### src/rtl/fnd_scan_ctrl.sv
`timescale 1ns/1ps
// fnd_scan_ctrl: 4-digit common-anode 7-segment scan controller.
// Per-frame snapshot, BCD split, segment encode, blinking centre dp.
module fnd_scan_ctrl #(
    parameter int F_CLK   = 100_000_000,
    parameter int SCAN_HZ = 1000
) (
    input  logic       clk,
    input  logic       rst,
    input  logic       i_mode,
    input  logic [6:0] i_msec,
    input  logic [5:0] i_sec,
    input  logic [5:0] i_min,
    input  logic [4:0] i_hour,
    input  logic       i_half_sec,
    output logic [3:0] o_fnd_com,
    output logic [7:0] o_fnd_data
);
    localparam int SCAN_DIV = F_CLK / SCAN_HZ;
    localparam int CW       = $clog2(SCAN_DIV);
    localparam logic [CW-1:0] DIV_MAX = CW'(SCAN_DIV - 1);

    logic [CW-1:0] cnt_q, cnt_d;
    logic [1:0]    idx_q, idx_d;
    logic          upd_q, upd_d;
    logic          snap_mode_q, snap_mode_d;
    logic [6:0]    snap_lo_q, snap_lo_d;
    logic [6:0]    snap_hi_q, snap_hi_d;
    logic [3:0]    com_q, com_d;
    logic [7:0]    data_q, data_d;

    logic          strobe;
    logic [6:0]    sel_val;
    logic [7:0]    bcd;
    logic [3:0]    digit;
    logic [7:0]    seg_byte;
    logic          blank;
    logic          dp_lit;

    function automatic logic [6:0] sat99(input logic [6:0] x);
        return (x > 7'd99) ? 7'd99 : x;
    endfunction

    function automatic logic [7:0] to_bcd(input logic [6:0] v);
        logic [3:0] t;
        logic [6:0] r;
        t = 4'd0;
        r = v;
        for (int k = 0; k < 9; k++) begin
            if (r >= 7'd10) begin
                r = r - 7'd10;
                t = t + 4'd1;
            end
        end
        return {t, r[3:0]};
    endfunction

    function automatic logic [7:0] seg(input logic [3:0] d);
        logic [7:0] s;
        unique case (d)
            4'd0:    s = 8'hC0;
            4'd1:    s = 8'hF9;
            4'd2:    s = 8'hA4;
            4'd3:    s = 8'hB0;
            4'd4:    s = 8'h99;
            4'd5:    s = 8'h92;
            4'd6:    s = 8'h82;
            4'd7:    s = 8'hF8;
            4'd8:    s = 8'h80;
            4'd9:    s = 8'h90;
            default: s = 8'hFF;
        endcase
        return s;
    endfunction

    // Digit value, segment byte, blanking and dp for the current index
    always_comb begin
        sel_val  = idx_q[1] ? snap_hi_q : snap_lo_q;
        bcd      = to_bcd(sel_val);
        digit    = idx_q[0] ? bcd[7:4] : bcd[3:0];
        blank    = snap_mode_q && (idx_q == 2'd3) && (snap_hi_q < 7'd10);
        dp_lit   = (idx_q == 2'd2) && i_half_sec;
        seg_byte = blank ? 8'hFF : seg(digit);
        if (dp_lit) begin
            seg_byte[7] = 1'b0;
        end
    end

    // Divider, scan index, frame snapshot and output update
    always_comb begin
        cnt_d       = cnt_q;
        idx_d       = idx_q;
        upd_d       = 1'b0;
        snap_mode_d = snap_mode_q;
        snap_lo_d   = snap_lo_q;
        snap_hi_d   = snap_hi_q;
        com_d       = com_q;
        data_d      = data_q;
        strobe      = (cnt_q == DIV_MAX);

        cnt_d = strobe ? '0 : cnt_q + 1'b1;
        if (strobe) begin
            idx_d = idx_q + 2'd1;
            upd_d = 1'b1;
            if (idx_q == 2'd3) begin
                snap_mode_d = i_mode;
                snap_lo_d   = sat99(i_mode ? {1'b0, i_min} : i_msec);
                snap_hi_d   = sat99(i_mode ? {2'b00, i_hour} : {1'b0, i_sec});
            end
        end
        if (upd_q) begin
            com_d  = ~(4'b0001 << idx_q);
            data_d = seg_byte;
        end
    end

    // State registers; everything dark in reset
    always_ff @(posedge clk or negedge rst) begin
        if (!rst) begin
            cnt_q       <= '0;
            idx_q       <= 2'd3;
            upd_q       <= 1'b0;
            snap_mode_q <= 1'b0;
            snap_lo_q   <= 7'd0;
            snap_hi_q   <= 7'd0;
            com_q       <= 4'b1111;
            data_q      <= 8'hFF;
        end else begin
            cnt_q       <= cnt_d;
            idx_q       <= idx_d;
            upd_q       <= upd_d;
            snap_mode_q <= snap_mode_d;
            snap_lo_q   <= snap_lo_d;
            snap_hi_q   <= snap_hi_d;
            com_q       <= com_d;
            data_q      <= data_d;
        end
    end

    assign o_fnd_com  = com_q;
    assign o_fnd_data = data_q;
endmodule

### config.mk
export PLATFORM = sky130hd
export DESIGN_NAME = fnd_scan_ctrl
export DESIGN_NICKNAME = d
export VERILOG_FILES = /design/src/rtl/fnd_scan_ctrl.sv
export SDC_FILE = /design/constraint.sdc
export NUM_CORES = 1
export LEC_CHECK = 0
export ABC_AREA = 1
export CAP_MARGIN = 5
export CORE_MARGIN = 4
export CORE_UTILIZATION = 34
export CTS_CLUSTER_SIZE = 10
export DETAILED_ROUTE_END_ITERATION = 10
export GPL_TIMING_DRIVEN = 0
export RECOVER_POWER = 100
export SLEW_MARGIN = 20
export SYNTH_ARGS = -nofsm -noshare
export SYNTH_HDL_FRONTEND = slang
export SYNTH_SLANG_ARGS = --single-unit
### constraint.sdc
create_clock -name clk -period 15.05 [get_ports clk]
set_clock_uncertainty 0.1 [all_clocks]
set_input_delay 3.7625 -clock clk [delete_from_list [all_inputs] [get_ports clk]]
set_output_delay 3.7625 -clock clk [all_outputs]
set_load 0.02 [all_outputs]
==> results_dict.tcl, run 1 <==
set metrics [dict create \
    synth_top_family_by_area "simple AND/OR/NAND/NOR gates" \
    power_density_mw_per_mm2 48.7 \
    crit_type "register to register" \
    synth_fa_ha_area_share_pct 4.63 \
    maxSlewViolCount 30 \
    area_delta_synth_final_pct 16.0 \
    p_leak_nw 2.93 \
    multi_input_area_sq_mm 0.00288 \
    core_sq_mm 0.0132 \
    cts_root_buf "clkbuf_16" \
    grt_pass1_vias 3847 \
    synth_top_cell_area_share_pct 17.4 \
    final-hold-violation-count 0 \
    status "complete, but fails checks" \
    io_buffers 39 \
    clk_latency_ns 0.29 \
    critPathMostFrequentCell "nand2_1" \
    maxSlewHeadroom_pct -1.54 \
    min_period_ns 7.37 \
    fin_nets 789 \
    max_freq_mhz 136 \
    ys_warn_count 0 \
    io_pins 40 \
    layout-drive-gt1-share_pct 14.4 \
    cts_hold_buffers 0 \
    drt_iter0_markers 207 \
    grt_usage_pct 12.2 \
    min_path_type "register to register" \
    fin_tns_setup_ns 0 \
    synth-compound-area-share_pct 9.51 \
    fin_crit_sh_pct 49.0 \
    place_congestion 0.816 \
    cap_viol_max_count 1 \
    path_clk_slew_ns 0.07 \
    cts_repair_resize_count 0 \
    wirelength_mm 9.20 \
    arrival_ns 7.49 \
    postCtsSetupBuffers 0 \
    antenna_found_initial 0 \
    rsz0062_at_grt "false" \
    postRouteAntennaNets 0 \
    numCtsBuffers 5 \
    synth.most_common_cell "nand2_1" \
    fin_cells 921 \
    synth_area_per_cell_sq_um 6.59 \
    required_ns 15.18 \
    synthSimpleGateAreaFrac_pct 44.4 \
    synth_largest_area_cell "dfrtp_1" \
    ys_types 43 \
    crit_fanout 11 \
    dieArea_sq_mm 0.0154 \
    fin_total_pwr_uw 259 \
    crit_path_end_kind "register" \
    yosys-top-cells-area "dfrtp_1 17%, nand2_1 17%, inv_1 9.0%" \
    muxShareOfSynthArea_pct 1.53 \
    synthArstFlopShare_pct 100 \
    grt_max_degree 30 \
    critPathSlowestCell "dfstp_2" \
    synth_edf_count 0 \
    vias 4133 \
    start_util_pct 34.7 \
    cts_tree "yes" \
    clock_sinks 46 \
    dpl.cell_count 913 \
    vdd_ir_drop_max_mv 0.0425 \
    crit_family "simple AND/OR/NAND/NOR gates" \
    cpPeakStageDelay_ns 0.55 \
    synthesis.area_sq_mm 0.00459 \
    seq_area_sq_mm 0.00117 \
    dp_hpwl_mm 7.55 \
    drc 0 \
    wl_met1_mm 4.80 \
    start_kind "register" \
    route.met2.wl_mm 3.97 \
    grt_pass1_wl_mm 16.7 \
    fin_util_pct 40.2 \
    dr.pass1.iters 5 \
    setup_viol_count_final 0 \
    synth_flop_cell "dfrtp_1" \
    routed.top_layer "met4" \
    route.met3.wl_um 265 \
    die_h_um 124 \
    worst-slew-pin-transition_ns 1.52 \
    chipWidth_um 124 \
    wire_per_inst_um 9.98 \
    cts_buffer_depth 2 \
    synth_commonest_cells "213 x nand2_1, 110 x inv_1, 57 x nand3_1" \
    synth_xor_area_share_pct 3.60 \
    netlist_instances 697 \
    fillers 1474 \
    syn_nets 742 \
    fp-row-count 42 \
    ys_seq_area_share_pct 25.4 \
    overflow 0 \
    crit_buf_inv 14 \
    synth_seq_cells 46 \
    violations "max-capacitance violations, max-slew violations" \
    h-tree-depth 2 \
    diodes 0 \
    viasPerCell 4.49 \
]
[power breakdown]
| group | switching (mW) | internal (mW) |
|---|---|---|
| combinational | 0.00534 | 0.00726 |
| clock | 0.0498 | 0.0729 |
| sequential | 0.0000766 | 0.124 |
| total | 0.0552 | 0.204 |
[layer usage]
layer,track usage [%],up-vias
met5,0,-
met4,3.55,0
met3,1.42,10
met2,20.4,62
met1,16.5,1765
li1,-,2296
[area by class of cell]
cell class              count  share of cell area, %
plain buffers               5                  0.493
clock buffers               6                   2.82
clock inverters             2                  0.329
inverters                 125                   8.90
multi-input cells         521                   54.1
flip-flops and latches     46                   21.9
well taps                 176                   4.13
repair buffers             40                   7.28
[through the flow]
| step | area, sq um | hold WS (ns) | worst slack (ns) |
|---|---|---|---|
| 3_3_place_gp | 5200 | 0.352 | 8.30 |
| 3_5_place_dp | 5220 | 0.356 | 8.26 |
| 5_1_grt | 5330 | 0.405 | 6.70 |
| 6_report | 5330 | 0.369 | 7.68 |
| 4_1_cts | 5390 | 0.365 | 8.21 |
| 2_1_floorplan | 4590 | 0.333 | 8.91 |
[registers in the layout (all words and copies together) (netlist names)]
name	flops
snap_mode_q	1
idx_q	2
o_fnd_data	8
snap_lo_q	7
snap_hi_q	6
o_fnd_com	4
cnt_q	17
upd_q	1
[cell families (layout without fill, tap and decap cells)]
kind of cell	Yosys count	count (layout)
AO/OA/AOI/OAI	70	70
XOR/XNOR	18	18
adder cells (fa/ha/maj)	17	17
buffers and inverters	130	178
flip-flops	46	46
multiplexers	7	7
AND/OR/NAND/NOR	409	409
[cells in the final DEF, fill, tap and decap left out, types with 7 or more instances in the layout]
cell             instances
nor2_2                   8
nand2_2                 23
o21ai_0                 26
nand4_1                 13
inv_1                  110
nand3_1                 59
ha_1                    17
clkdlybuf4s50_1         24
mux2i_1                  7
dlygate4sd3_1           14
dfstp_2                 13
inv_2                   12
dfrtp_1                 32
nand2_4                 15
nand2_1                215
nand3_2                 11
a21oi_1                 22
nor2_1                  48
xor2_1                  14
[worst paths after layout]
check	startpoint	cells after the start	to	slack, ns
max	idx_q[1]	53	o_fnd_data[3]	7.68
min	cnt_q[0]	1	cnt_q[0]	0.37
max reg2reg	idx_q[1]	53	o_fnd_data[3]	7.68
min reg2reg	cnt_q[0]	1	cnt_q[0]	0.37
max in group asynchronous	rst	2	snap_lo_q[5]	9.44
min in group asynchronous	rst	1	cnt_q[8]	3.49
Note: power is estimated with default switching activity, not from simulation.
==> inputs of run 2 (changes only) <==
==> constraint.sdc (replaced) <==
create_clock -name clk -period 7.55 [get_ports clk]
set_clock_uncertainty 0.1 [all_clocks]
set_input_delay 1.8875 -clock clk [delete_from_list [all_inputs] [get_ports clk]]
set_output_delay 1.8875 -clock clk [all_outputs]
set_load 0.02 [all_outputs]
==> run 2 against run 1 <==
Net effect: the run still ends with max-capacitance violations, max-slew violations left; sequential power grew 99%; global-route usage is the same; die area is the same; total power grew 99%; critical path type unchanged; sequential share of layout area shrank 0.17 points; design area grew 0.80%.
==> results_dict.tcl, run 2 (synthesis results as in run 1) <==
set metrics [dict create \
    cap_viol_max_count 1 \
    r2r-end "o_fnd_data[3]" \
    io_pins 40 \
    dp_hpwl_mm 7.55 \
    wire_per_inst_um 9.98 \
    seq_power_share_pct 47.8 \
    critPathSlowestCell "dfstp_2" \
    layout-drive-gt1-share_pct 15.3 \
    swShare_pct 21.3 \
    fillers 1464 \
    seq_area_sq_mm 0.00117 \
    vdd_ir_drop_max_mv 0.0847 \
    diodes 0 \
    power.internal_uw 407 \
    violations "max-capacitance violations, max-slew violations" \
    place_congestion 0.816 \
    core_sq_mm 0.0132 \
    max_freq_mhz 149 \
    overflow 0 \
    area_delta_synth_final_pct 17.0 \
    antenna_found_initial 0 \
    numCtsBuffers 5 \
    pwr-share-comb_pct 4.9 \
    start_util_pct 34.7 \
    postCtsSetupBuffers 0 \
    fin_ws_ns 0.839 \
    hold_path_depth 1 \
    min_period_ns 6.71 \
    die_h_um 124 \
    fin_nets 789 \
    use_met1_pct 16.5 \
    drc 0 \
    dieArea_sq_mm 0.0154 \
    crit_fanout 11 \
    wirelength_mm 9.19 \
    largest_reg_flops 17 \
    grt_usage_pct 12.2 \
    reg2reg_depth 55 \
    cpPeakStageDelay_ns 0.55 \
    reg2reg_slack_ns 0.84 \
    setup_viol_count_final 0 \
    path_clk_slew_ns 0.07 \
    multi_input_area_sq_mm 0.00293 \
    crit_buf_inv 13 \
    viasPerCell 4.49 \
    arrival_ns 6.84 \
    start_kind "register" \
    grt_pass1_vias 3847 \
    place_ws_ns 0.756 \
    clk_latency_ns 0.29 \
    min_path_type "register to register" \
    grt_busiest_layer "met2" \
    postRouteAntennaNets 0 \
    vias 4139 \
    critPathMostFrequentCell "nand2_1" \
    drt_iter0_markers 192 \
    grt_pass1_wl_mm 16.7 \
    io_buffers 39 \
    status "complete, but fails checks" \
    dr.pass1.iters 4 \
    worst-slew-pin-transition_ns 1.52 \
    final_cell_mix "213 x nand2_1, 110 x inv_1, 57 x nand3_1" \
    p_leak_nw 2.95 \
    met3_usage_pct 1.42 \
    power_density_mw_per_mm2 96.2 \
    rr_startpoint "idx_q[1]" \
    cts_root_buf "clkbuf_16" \
    min_to "cnt_q[0]" \
    clockPowerShare_pct 47.3 \
    chipWidth_um 124 \
    grt_max_degree 30 \
    final-hold-violation-count 0 \
    top_register "cnt_q" \
    fin_tns_setup_ns 0 \
    h-tree-depth 2 \
    cts_tree "yes" \
    required_ns 7.68 \
    rsz0062_at_grt "false" \
    crit_path_end_kind "register" \
    met2_usage_pct 20.4 \
    clock_sinks 46 \
    min_from "cnt_q[0]" \
    p_sw_uw 110 \
    cts_buffer_depth 2 \
    layout_commonest_cell "nand2_1" \
    maxSlewViolCount 30 \
    maxSlewHeadroom_pct -1.52 \
    fp-row-count 42 \
    crit_type "register to register" \
    crit_family "simple AND/OR/NAND/NOR gates" \
    fin_crit_sh_pct 88.9 \
    fin_util_pct 40.6 \
]
-- run 2: cell count changes in the layout (fill, tap and decap cells not counted) --
cell | before | now
a21oi_1 | 22 | 20
nand2_1 | 215 | 213
nand3_1 | 59 | 57
a21oi_2 | 1 | 2
a21oi_4 | 0 | 1
dfstp_1 | 1 | 0
dfstp_2 | 13 | 14
nand2_2 | 23 | 24
nand2_4 | 15 | 16
nand3_2 | 11 | 12
nand3_4 | 3 | 4
-- run 2: worst max path at each step --
stage	cells after the start	slack, ns	startpoint	endpoint
after global placement	53	0.80	idx_q[1]	o_fnd_data[3]
after detailed placement	53	0.76	idx_q[1]	o_fnd_data[3]
final	55	0.84	idx_q[1]	o_fnd_data[3]
after global routing	55	0.005	idx_q[1]	o_fnd_data[3]
after CTS	53	0.71	idx_q[1]	o_fnd_data[3]
after floorplan	51	1.41	idx_q[1]	o_fnd_data[3]
-- run 2: metal layers --
layer / wire length, um / vias up
met1: 4790 / 1769
met2: 3980 / 64
met5: 0 / -
li1: - / 2296
met4: 162 / 0
met3: 261 / 10
-- run 2: metrics by stage --
| stage | hold slack, ns | instance area [sq um] | power, mW | instances |
|---|---|---|---|---|
| after floorplan | 0.333 | 4590 | 0.258 | 697 |
| after global placement | 0.352 | 5200 | 0.278 | 912 |
| after detailed placement | 0.356 | 5220 | 0.279 | 913 |
| after CTS | 0.365 | 5390 | 0.526 | 921 |
| after global routing | 0.405 | 5370 | 0.537 | 921 |
| final | 0.369 | 5370 | 0.517 | 921 |
-- run 2: power groups by stage --
stage               clock network, mW  logic (mW)  registers [mW]
global route                    0.262      0.0283           0.247
finish                          0.245      0.0251           0.247
detailed placement                  0      0.0271           0.252
floorplan                           0     0.00602           0.252
CTS                             0.252      0.0271           0.247
global placement                    0      0.0261           0.252
-- run 2: final cells by class --
cell class              instances  area share (%)
repair buffers                 40            7.22
plain buffers                   5           0.489
clock buffers                   6            2.80
well taps                     176            4.10
multi-input cells             521            54.5
clock inverters                 2           0.326
inverters                     125            8.83
flip-flops and latches         46            21.8
-- run 2: repair_timing --
item / CTS / global route
resized for setup: 0 / 1
setup endpoints to repair: 0 / 2
hold buffers: 0 / 0
==> inputs of run 3 (changes only) <==
--- a/config.mk
+++ b/config.mk
@@ -7,7 +7,7 @@
 export LEC_CHECK = 0
 export ABC_AREA = 1
 export CAP_MARGIN = 5
-export CORE_MARGIN = 4
+export CORE_MARGIN = 1
 export CORE_UTILIZATION = 34
 export CTS_CLUSTER_SIZE = 10
 export DETAILED_ROUTE_END_ITERATION = 10
==> run 3 against run 2 <==
Net effect: the run now ends clean; highest routed layer unchanged; setup slack worse by 0.059 ns; sequential share of layout area hardly changed; cell count stayed put; largest cell class unchanged.
==> results_dict.tcl, run 3 (synthesis results as in run 1) <==
set metrics [dict create \
    cap_viol_max_count 0 \
    core_sq_mm 0.0132 \
    setup_viol_count_final 0 \
    cts_buffer_depth 2 \
    antenna_found_initial 0 \
    min_period_ns 6.77 \
    p_sw_uw 108 \
    seq_area_sq_mm 0.00117 \
    grt_pass1_wl_mm 16.6 \
    clockPowerShare_pct 47.1 \
    postRouteAntennaNets 0 \
    place_congestion 0.821 \
    critPathSlowestCell "dfstp_2" \
    multi_input_area_sq_mm 0.00292 \
    top_register "cnt_q" \
    io_buffers 39 \
    fin_crit_sh_pct 89.7 \
    postCtsSetupBuffers 0 \
    drc 0 \
    overflow 0 \
    pwr-share-comb_pct 4.9 \
    cts_root_buf "clkbuf_16" \
    required_ns 7.67 \
    final-hold-violation-count 0 \
    p_leak_nw 2.95 \
    layout-drive-gt1-share_pct 15.2 \
    area_delta_synth_final_pct 16.8 \
    cts_repair_resize_count 0 \
    grt_usage_pct 13.9 \
    fin_ws_ns 0.780 \
    rsz0062_at_grt "false" \
    fin_nets 789 \
    fillers 1399 \
    dpl.cell_count 913 \
    drt_iter0_markers 180 \
    final_cell_mix "213 x nand2_1, 110 x inv_1, 57 x nand3_1" \
    diodes 0 \
    cpPeakStageDelay_ns 0.56 \
    path_clk_slew_ns 0.07 \
    crit_buf_inv 14 \
    viasPerCell 4.53 \
    status "complete, no violations" \
    worst-slew-pin-transition_ns 1.35 \
    clock_sinks 46 \
    maxSlewViolCount 0 \
    fin_cells 921 \
    crit_type "register to register" \
    cts_hold_buffers 0 \
    numCtsBuffers 5 \
    layout_commonest_cell "nand2_1" \
    fp-row-count 42 \
    fin_total_pwr_uw 514 \
    wire_per_inst_um 9.92 \
    critPathMostFrequentCell "nand2_1" \
    dr.pass1.iters 4 \
    crit_fanout 11 \
    chipWidth_um 118 \
    vias 4176 \
    dieArea_sq_mm 0.0140 \
    clk_latency_ns 0.28 \
    swShare_pct 20.9 \
    power.internal_uw 407 \
    seq_power_share_pct 48.1 \
    io_pins 40 \
    cts_tree "yes" \
    fin_tns_setup_ns 0 \
    max_freq_mhz 148 \
    min_path_type "register to register" \
    maxSlewHeadroom_pct 10.3 \
    vdd_ir_drop_max_mv 0.118 \
    crit_path_end_kind "register" \
    largest_reg_flops 17 \
    grt_pass1_vias 3905 \
    grt_max_degree 27 \
    arrival_ns 6.89 \
    dp_hpwl_mm 7.51 \
    h-tree-depth 2 \
    start_util_pct 34.8 \
    crit_family "simple AND/OR/NAND/NOR gates" \
    fin_util_pct 40.7 \
    place_ws_ns 0.782 \
    power_density_mw_per_mm2 95.9 \
    wirelength_mm 9.13 \
    die_h_um 118 \
    start_kind "register" \
]
[run 3: changes by cell type in the layout (fill, tap and decap cells not counted)]
cell,before,now
a21oi_2,2,3
dfstp_2,14,13
dfstp_1,0,1
a21oi_4,1,0
[run 3: final cells by class]
| cell class | instances | share of cell area [%] |
|---|---|---|
| Timing Repair Buffer | 40 | 7.23 |
| Buffer | 5 | 0.490 |
| Inverter | 125 | 8.84 |
| Clock inverter | 2 | 0.327 |
| Sequential cell | 46 | 21.8 |
| Clock buffer | 6 | 2.80 |
| Multi-Input combinational cell | 521 | 54.4 |
| Tap cell | 176 | 4.11 |
[run 3: through the flow]
stage / hold WS [ns] / area (sq um)
2_1_floorplan: 0.333 / 4590
3_3_place_gp: 0.351 / 5200
3_5_place_dp: 0.357 / 5220
4_1_cts: 0.366 / 5390
5_1_grt: 0.380 / 5360
6_report: 0.360 / 5360
[run 3: worst paths after layout]
kind / to / cells past startpoint / startpoint / slack (ns)
worst min register to register: cnt_q[0] / 1 / cnt_q[0] / 0.36
worst min-delay path: cnt_q[0] / 1 / cnt_q[0] / 0.36
worst max-delay path: o_fnd_data[3] / 53 / idx_q[1] / 0.78
max in group asynchronous: snap_lo_q[1] / 2 / rst / 3.85
min in group asynchronous: cnt_q[16] / 1 / rst / 1.70
worst max register to register: o_fnd_data[3] / 53 / idx_q[1] / 0.78
[run 3: per-layer routing]
| metal | share of wire [%] | vias to the layer above | track usage [%] |
|---|---|---|---|
| li1 | - | 2292 | - |
| met5 | 0 | - | 0 |
| met4 | 0.48 | 0 | 2.80 |
| met2 | 46 | 52 | 24.2 |
| met3 | 2.5 | 2 | 1.50 |
| met1 | 51 | 1830 | 18.4 |
[run 3: power by group through the flow]
stage	registers, mW	clock network, mW	logic (mW)
5_1_grt	0.247	0.260	0.0283
4_1_cts	0.247	0.250	0.0273
2_1_floorplan	0.252	0	0.00602
3_5_place_dp	0.252	0	0.0271
3_3_place_gp	0.252	0	0.0259
6_report	0.247	0.242	0.0252
[run 3: worst register-to-register path: cells and delay by family, from the launching register on]
family | cells | cell delay [ns]
and+or+nand+nor | 28 | 2.66
adders and majority gates | 6 | 1.55
buffers and inverters | 14 | 0.93
AOI/OAI and AO/OA | 4 | 0.71
DFF | 1 | 0.56
xor gates and xnor gates | 1 | 0.20
